File: src/rtl/demux_reg_pkg.sv
// Shared constants and helpers for the registered demultiplexer.
// The mux can import the same slot-count and slot-offset helpers.
package demux_reg_pkg;

  localparam int DEF_SELECT_LINES = 4;
  localparam int DEF_DATA_WIDTH   = 2;

  // Number of slots addressed by a select field of sel_lines bits.
  function automatic int num_slots(input int sel_lines);
    return 1 << sel_lines;
  endfunction

  // LSB position of a slot inside the flat output bus.
  function automatic int slot_lsb(input int slot, input int width);
    return slot * width;
  endfunction

endpackage

File: src/rtl/demux_slot.sv
// One demux slot: a data word plus its valid bit.
// ovw_hit flags a write landing on an already-valid slot. A write that
// coincides with clear is not an overwrite, because clear applies first.
module demux_slot #(
  parameter int DATA_WIDTH = 2
) (
  input  logic                  clk,
  input  logic                  rst_n,
  input  logic                  wr_en,
  input  logic                  clear,
  input  logic [DATA_WIDTH-1:0] data_in,
  output logic [DATA_WIDTH-1:0] data,
  output logic                  valid,
  output logic                  ovw_hit
);

  assign ovw_hit = wr_en & valid & ~clear;

  // Capture the word on write. The valid bit is cleared first, then set by
  // any write in the same cycle. Data survives clear.
  always_ff @(posedge clk or negedge rst_n) begin
    if (!rst_n) begin
      data  <= '0;
      valid <= 1'b0;
    end else begin
      if (wr_en) data <= data_in;
      if (clear) valid <= wr_en;
      else if (wr_en) valid <= 1'b1;
    end
  end

endmodule

File: src/rtl/demux_reg.sv
// Registered 1-to-2**SELECT_LINES demultiplexer with per-slot valid bits,
// a sticky overwrite flag and a frame_done pulse.
// Optional macro DEMUX_AUTO_INC_EN: slots are addressed by an internal
// wrapping write pointer instead of select.
module demux_reg
  import demux_reg_pkg::*;
#(
  parameter  int SELECT_LINES = DEF_SELECT_LINES,
  parameter  int DATA_WIDTH   = DEF_DATA_WIDTH,
  localparam int NUM_SLOTS    = num_slots(SELECT_LINES)
) (
  input  logic                            clk,
  input  logic                            rst_n,
  input  logic                            in_valid,
  input  logic [SELECT_LINES-1:0]         select,
  input  logic [DATA_WIDTH-1:0]           data_in,
  input  logic                            clear,
  output logic [DATA_WIDTH*NUM_SLOTS-1:0] data_out,
  output logic [NUM_SLOTS-1:0]            slot_valid,
  output logic                            overwrite,
  output logic                            frame_done
);

  logic [SELECT_LINES-1:0] slot_sel;
  logic [NUM_SLOTS-1:0]    wr_en;
  logic [NUM_SLOTS-1:0]    base_valid;
  logic [NUM_SLOTS-1:0]    valid_next;
  logic [NUM_SLOTS-1:0]    ovw_hit;

`ifdef DEMUX_AUTO_INC_EN
  logic [SELECT_LINES-1:0] wr_ptr;
  logic                    unused_select;

  assign unused_select = ^select;
  // A clear in the same cycle rewinds the pointer before the write uses it.
  assign slot_sel = clear ? '0 : wr_ptr;

  // Write pointer: advances per write, wraps naturally, rewinds on clear.
  always_ff @(posedge clk or negedge rst_n) begin
    if (!rst_n) begin
      wr_ptr <= '0;
    end else if (clear) begin
      wr_ptr <= in_valid ? SELECT_LINES'(1) : '0;
    end else if (in_valid) begin
      wr_ptr <= wr_ptr + SELECT_LINES'(1);
    end
  end
`else
  assign slot_sel = select;
`endif

  // Decode the target slot and predict the valid vector after this edge.
  always_comb begin
    wr_en = '0;
    if (in_valid) wr_en[slot_sel] = 1'b1;
    base_valid = clear ? '0 : slot_valid;
    valid_next = base_valid | wr_en;
  end

  for (genvar s = 0; s < NUM_SLOTS; s++) begin : g_slot
    demux_slot #(.DATA_WIDTH(DATA_WIDTH)) u_slot (
      .clk     (clk),
      .rst_n   (rst_n),
      .wr_en   (wr_en[s]),
      .clear   (clear),
      .data_in (data_in),
      .data    (data_out[slot_lsb(s, DATA_WIDTH) +: DATA_WIDTH]),
      .valid   (slot_valid[s]),
      .ovw_hit (ovw_hit[s])
    );
  end

  // Sticky overwrite flag and one-shot frame_done on the transition to full.
  always_ff @(posedge clk or negedge rst_n) begin
    if (!rst_n) begin
      overwrite  <= 1'b0;
      frame_done <= 1'b0;
    end else begin
      overwrite  <= clear ? 1'b0 : (overwrite | (|ovw_hit));
      frame_done <= in_valid & (&valid_next) & ~(&base_valid);
    end
  end

endmodule

File: config.mk
export PLATFORM = sky130hd
export DESIGN_NAME = demux_reg
export DESIGN_NICKNAME = d
export VERILOG_FILES = /design/src/rtl/demux_reg_pkg.sv /design/src/rtl/demux_slot.sv /design/src/rtl/demux_reg.sv
export SDC_FILE = /design/constraint.sdc
export NUM_CORES = 1
export LEC_CHECK = 0
export ABC_AREA = 1
export BUFFER_PORTS_ARGS = -buffer_cell sky130_fd_sc_hd__buf_2
export CORE_MARGIN = 3
export CORE_UTILIZATION = 57
export CTS_CLUSTER_SIZE = 8
export DETAILED_ROUTE_END_ITERATION = 7
export MAX_ROUTING_LAYER = met4
export PLACE_DENSITY = 0.84
export SKIP_CTS_REPAIR_TIMING = 1
export SLEW_MARGIN = 20
export SYNTH_ARGS = -nofsm -noshare
export SYNTH_HDL_FRONTEND = slang
export SYNTH_HIERARCHICAL = 1
export SYNTH_SLANG_ARGS = --single-unit
File: constraint.sdc
create_clock -name clk -period 2.5 [get_ports clk]
set_clock_uncertainty 0.1 [all_clocks]
set_input_delay 0.375 -clock clk [delete_from_list [all_inputs] [get_ports clk]]
set_output_delay 0.375 -clock clk [all_outputs]
set_load 0.01 [all_outputs]
* Word-level counts from Yosys, hierarchy flattened
Cells that the tools add are included.
** Word-level totals
- Output and inout port bits :: 50
- Logic and storage cells :: 131
- Bits of input ports :: 10
- Register bits :: 50
** Cells by class
- Bitwise logic cells :: 38
- Reductions and logical operators :: 20
- Muxes and demuxes :: 37
- Order comparisons :: 2
** Operators by type and width (count)
- bitwise AND 1 bit :: 34
- 2-to-1 mux 1 bit :: 34
- 2-to-1 mux 16 bit :: 2
- AND reduction 16 bit :: 2
- nonzero test 2 bit :: 16
- OR 16 bit :: 1
- OR reduction 16 bit :: 1
- less-than comparator 4 x 5 -> 1 bit, second input constant :: 1
- demux 1 bit (select 4 bit) :: 1
- greater-or-equal comparator 4 x 1 -> 1 bit, second input constant :: 1
- inverter 1 bit :: 2
- logical AND 1 bit :: 1
- OR 1 bit :: 1

* Logic depth before layout (Yosys ltp)
- Depth in word-level cells :: 10
- Gate-level depth with buffers :: 11
- Depth with buffers taken out :: 11

* Modules after synthesis
Netlist, hierarchy kept.
** By module, submodules not included
- demux_slot :: times used 16, sequential area each 75.1 um2, cells each 15, area an instance 120.1 um2
- demux_reg :: times used 1, sequential area each 50.0 um2, cells each 112, area an instance 531.8 um2

* Worst setup path after synthesis
Ideal clock, no wire load.
- Path kind :: input-to-reg
- Start :: input port in_valid
- End :: register overwrite
- Stages :: 11
- Required time :: 2.264 ns
- Arrival time :: 1.217 ns
- Setup time :: 0.136 ns
- Slack :: 1.048 ns
- Path buffers :: 1
- Cell sequence :: buf_4 nand2_1 nor2_1 nand2_1 inv_1 nand2_1 nor2_1 nor2_1 nand2_1 nor4_1 a31oi_1
** On the way
- Longest elaborated chain between the ends :: 6
- Elaborated cells between the ends (all ways) :: 36
- Classes of those cells :: mux: 2; bitwise: 33; reduce/logical: 1
** RTL lines
- from (decl) :: RTL line demux_reg.sv:14 : input logic in_valid,
- 2-to-1 mux 16 bit :: RTL line demux_reg.sv:55 : if (in_valid) wr_en[slot_sel] = 1'b1;
- via wr_en[10] :: RTL line demux_reg.sv:25 : logic [NUM_SLOTS-1:0] wr_en;
- bitwise AND 1 bit (2 in series) :: RTL line demux_slot.sv:17 : assign ovw_hit = wr_en & valid & ~clear;
- via ovw_hit[10] :: RTL line demux_reg.sv:28 : logic [NUM_SLOTS-1:0] ovw_hit;
- OR reduction 16 bit :: RTL line demux_reg.sv:79 : overwrite <= clear ? 1'b0 : (overwrite | (|ovw_hit));
- OR 1 bit :: RTL line demux_reg.sv:79
- 2-to-1 mux 1 bit :: RTL line demux_reg.sv:79
- to (signal assigned) :: RTL line demux_reg.sv:79
- to (decl) :: RTL line demux_reg.sv:20 : output logic overwrite,
The timed path passes the listed nets, and every way through them passes these cells.
A chain may end at the register's enable or synchronous reset.

* Final worst setup path
- Start :: input port select[0]
- End :: register overwrite
** On the way
- Longest elaborated chain between the ends :: 10
- Elaborated cells between the ends (all ways) :: 41
- Classes of those cells :: order compare: 2; mux: 4; bitwise: 33; reduce/logical: 2
** RTL lines
- from (decl) :: RTL line demux_reg.sv:15 : input logic [SELECT_LINES-1:0] select,
- less-than comparator 4 x 5 -> 1 bit (implied by the code) or greater-or-equal comparator 4 x 1 -> 1 bit (tied branches) :: RTL line demux_reg.sv:55
- logical AND 1 bit (implied by the code) :: RTL line demux_reg.sv:55
- 2-to-1 mux 1 bit (implied by the code) :: RTL line demux_reg.sv:55
- demux 1 bit (select 4 bit) (*) :: RTL line demux_reg.sv:55
- 2-to-1 mux 16 bit (*) :: RTL line demux_reg.sv:55
- via wr_en[10] :: RTL line demux_reg.sv:25
- bitwise AND 1 bit (*) (2 in series) :: RTL line demux_slot.sv:17
- via ovw_hit[10] :: RTL line demux_reg.sv:28
- OR reduction 16 bit (*) :: RTL line demux_reg.sv:79
- OR 1 bit (*) :: RTL line demux_reg.sv:79
- 2-to-1 mux 1 bit (*) :: RTL line demux_reg.sv:79
Mark *: on every way through the listed nets, which the timed path passes. The rest lies on a longest branch.

==> results.md <==
- Maxcap violations: 0
- Max VDD drop: 0.449 mV
- Top cell by count, worst path: nand2_1
- P&R area growth vs syn: 21.4%
- Worst Min Path Start: clear
- Synth Cell Area: 2450 µm²
- Status: completed
- Drt drc: 0
- Die Width: 71.6 µm
- ANT nets after route: 0
- First-pass GRT wire length: 9780 µm
- Die height: 71.6 µm
- Worst R2R Setup Slack: 1.14 ns
- Syn_nets: 362
- Final setup viols: 0
- Final worst path period need: 1.51 ns
- Multi-input gate area: 1030 µm²
- Hold slack: 0.343 ns
- Antenna cells: 0
- Delay of the slowest critical-path stage: 0.25 ns
- Largest net degree at the start of global routing: 27
- Clock sink count: 50
- Worst-path clk slew: 0.09 ns
- R2R depth: 6
- Slew Limit Fails: 0
- Slew margin rel.: 61.0%
- Clock latency on the worst-skew pair: 0.31 ns
- Count leader, synth: nand2_1
- Yosys warnings: 6
- Worst path cell trace: buf_2 -> inv_1 -> nand2_1 -> inv_1 -> nand2_1 -> inv_1 -> nand2_1 -> nor2_1 -> nor2_1 -> nand2_1 -> nor4_1 -> a31oi_1
- Startpoint Class: input pin
- Fillcell total: 367
- Initial DRT Pass Iterations: 5
- Leak: 0.00175 µW
- Worst hold path cell count: 4
- WHS Endpoint: g_slot[13].u_slot/valid$_DFFE_PN0P_
- Final Worst Setup Slack: 0.988 ns
- DRT Wirelength: 5900 µm
- IO Pins: 60
- Post-synthesis sequential area ratio: 51.0%
- Critical path class: input pin to flop
- Maximum fanout along the worst path: 6
- Area of the core: 4090 µm²
- Area of placed instances: 2830 µm²
- Tot Pwr: 2060 µW
- Worst slew pin tran: 0.585 ns
- Avg Cell Area, Syn: 6.97 µm²
- Rows: 23
- Arr. time, crit path: 1.59 ns
- Total Routing Usage GR: 25.1%
- Port-buffer cells: 59
- Synth unique cells: 18
- Worst hold path type: input pin to flop
- DR iter-0 viols: 196
- Number of global-route vias before repair: 2141
- Reg-to-Reg Start: g_slot[13].u_slot/valid$_DFFE_PN0P_
- Yosys top cell area share: 51.0%
- Top cell type by total area after synthesis: dfrtp_1
- Initial Util: 60.0%
- Clock Tree Root: clkbuf_8
- Reg2Reg Capture Point: overwrite$_DFF_PN0_
- GR Overflow Total: 0
- DR vias/cell: 5.03
- Post-DP HPWL: 4300 µm
- CTS tree: yes
- Wire length per cell: 12.6 µm
- Mapped Cells: 352
- Antenna violations before repair: 0
- Clk buf depth: 2
- Sequential Area: 1250 µm²
- Crit. End Element: flop
- Synth top area cells: dfrtp_1 51%, nand2_1 28%, inv_1 6.1%
- Ys flop type: dfrtp_1
- Vias: 2364
- Fmax: 662 MHz
- Nets: 429
- H-Tree Depth: 2
- Top cells by count, synth: 185 x nand2_1, 50 x dfrtp_1, 40 x inv_1, 40 x nor2_1, 9 x o21ai_1
- CP required: 2.58 ns
- Setup TNS Final: 0 ns
- Pre-CTS WS: 0.660 ns
- FFs w/ async S/R, synth: 100%
- Fin crit share: 60.5%
- Pwr dens: 690 nW/µm²
- Area of the die: 5130 µm²
- Num CTS Buffers: 5
- Global placer's final weighted congestion: 0.953
- Final hold vios: 0
- Seq cells post-synth: 50
- Layout cell share with drive strength beyond 1: 18.1%
- Max stage delay cell, worst path: nor4_1
- RSZ-0062 raised after global routing: false
- Final instance area: 2980 µm²
- EDFF count, synth: 0
==> layer usage <==
metal | vias to the layer above | track usage, % | wire [µm]
li1 | 1197 | - | -
met1 | 1074 | 34.4 | 2660
met2 | 85 | 38.4 | 2820
met3 | 8 | 4.21 | 349
met4 | 0 | 7.93 | 72
met5 | - | - | 0
==> worst max path at each step <==
stage	from	end	slack (ns)	depth (start not counted)
2_1_floorplan	in_valid	overwrite$_DFF_PN0_	1.05	11
3_3_place_gp	select[0]	overwrite$_DFF_PN0_	0.65	12
3_5_place_dp	select[0]	overwrite$_DFF_PN0_	0.66	12
4_1_cts	select[0]	overwrite$_DFF_PN0_	0.98	12
5_1_grt	select[0]	overwrite$_DFF_PN0_	0.73	12
6_report	select[0]	overwrite$_DFF_PN0_	0.99	12
==> where the power goes <==
part / total (µW) / switching (µW) / internal, µW
logic: 374 / 232 / 142
registers: 988 / 65.9 / 922
clock network: 693 / 266 / 427
==> layout make-up <==
type | instances | area share (%)
repair buffers | 62 | 11.2
clock buffers | 6 | 2.77
clock inverters | 2 | 2.02
multi-input cells | 257 | 34.5
flip-flops and latches | 50 | 42.0
inverters | 43 | 5.42
well taps | 50 | 2.10
==> cells in the final DEF (no fill, tap or decap), types with 3 or more instances in the layout <==
cell	count
buf_2	59
clkbuf_8	6
dfrtp_1	50
inv_1	40
nand2_1	185
nand3_1	7
nand4_1	3
nor2_1	40
nor3_1	3
o21ai_1	9
==> kinds of logic (layout without fill, tap and decap cells) <==
family / Yosys count / after routing / share of synthesized area, %
buffers and inverters: 45 / 113 / 7.09
DFF: 50 / 50 / 51.0
AOI/OAI and AO/OA: 13 / 13 / 2.86
and+or+nand+nor: 244 / 244 / 39.1
==> flip-flops by register name, summed over array words and instances (netlist names) <==
register / flops
frame_done: 1
g_slot.u_slot/data: 32
g_slot.u_slot/valid: 16
overwrite: 1
==> worst max-delay path, delay by kind of cell <==
kind                   cells  cell delay [ns]
AND/OR/NAND/NOR            7             0.76
buffers and inverters      4             0.34
AO/OA/AOI/OAI              1             0.12
==> through the flow <==
stage	utilization, %	std cells
floorplan	-	352
global placement	69.2	461
detailed placement	69.2	461
CTS	72.7	469
global route	72.9	470
finish	72.9	470
(Power assumes the default switching activity.)
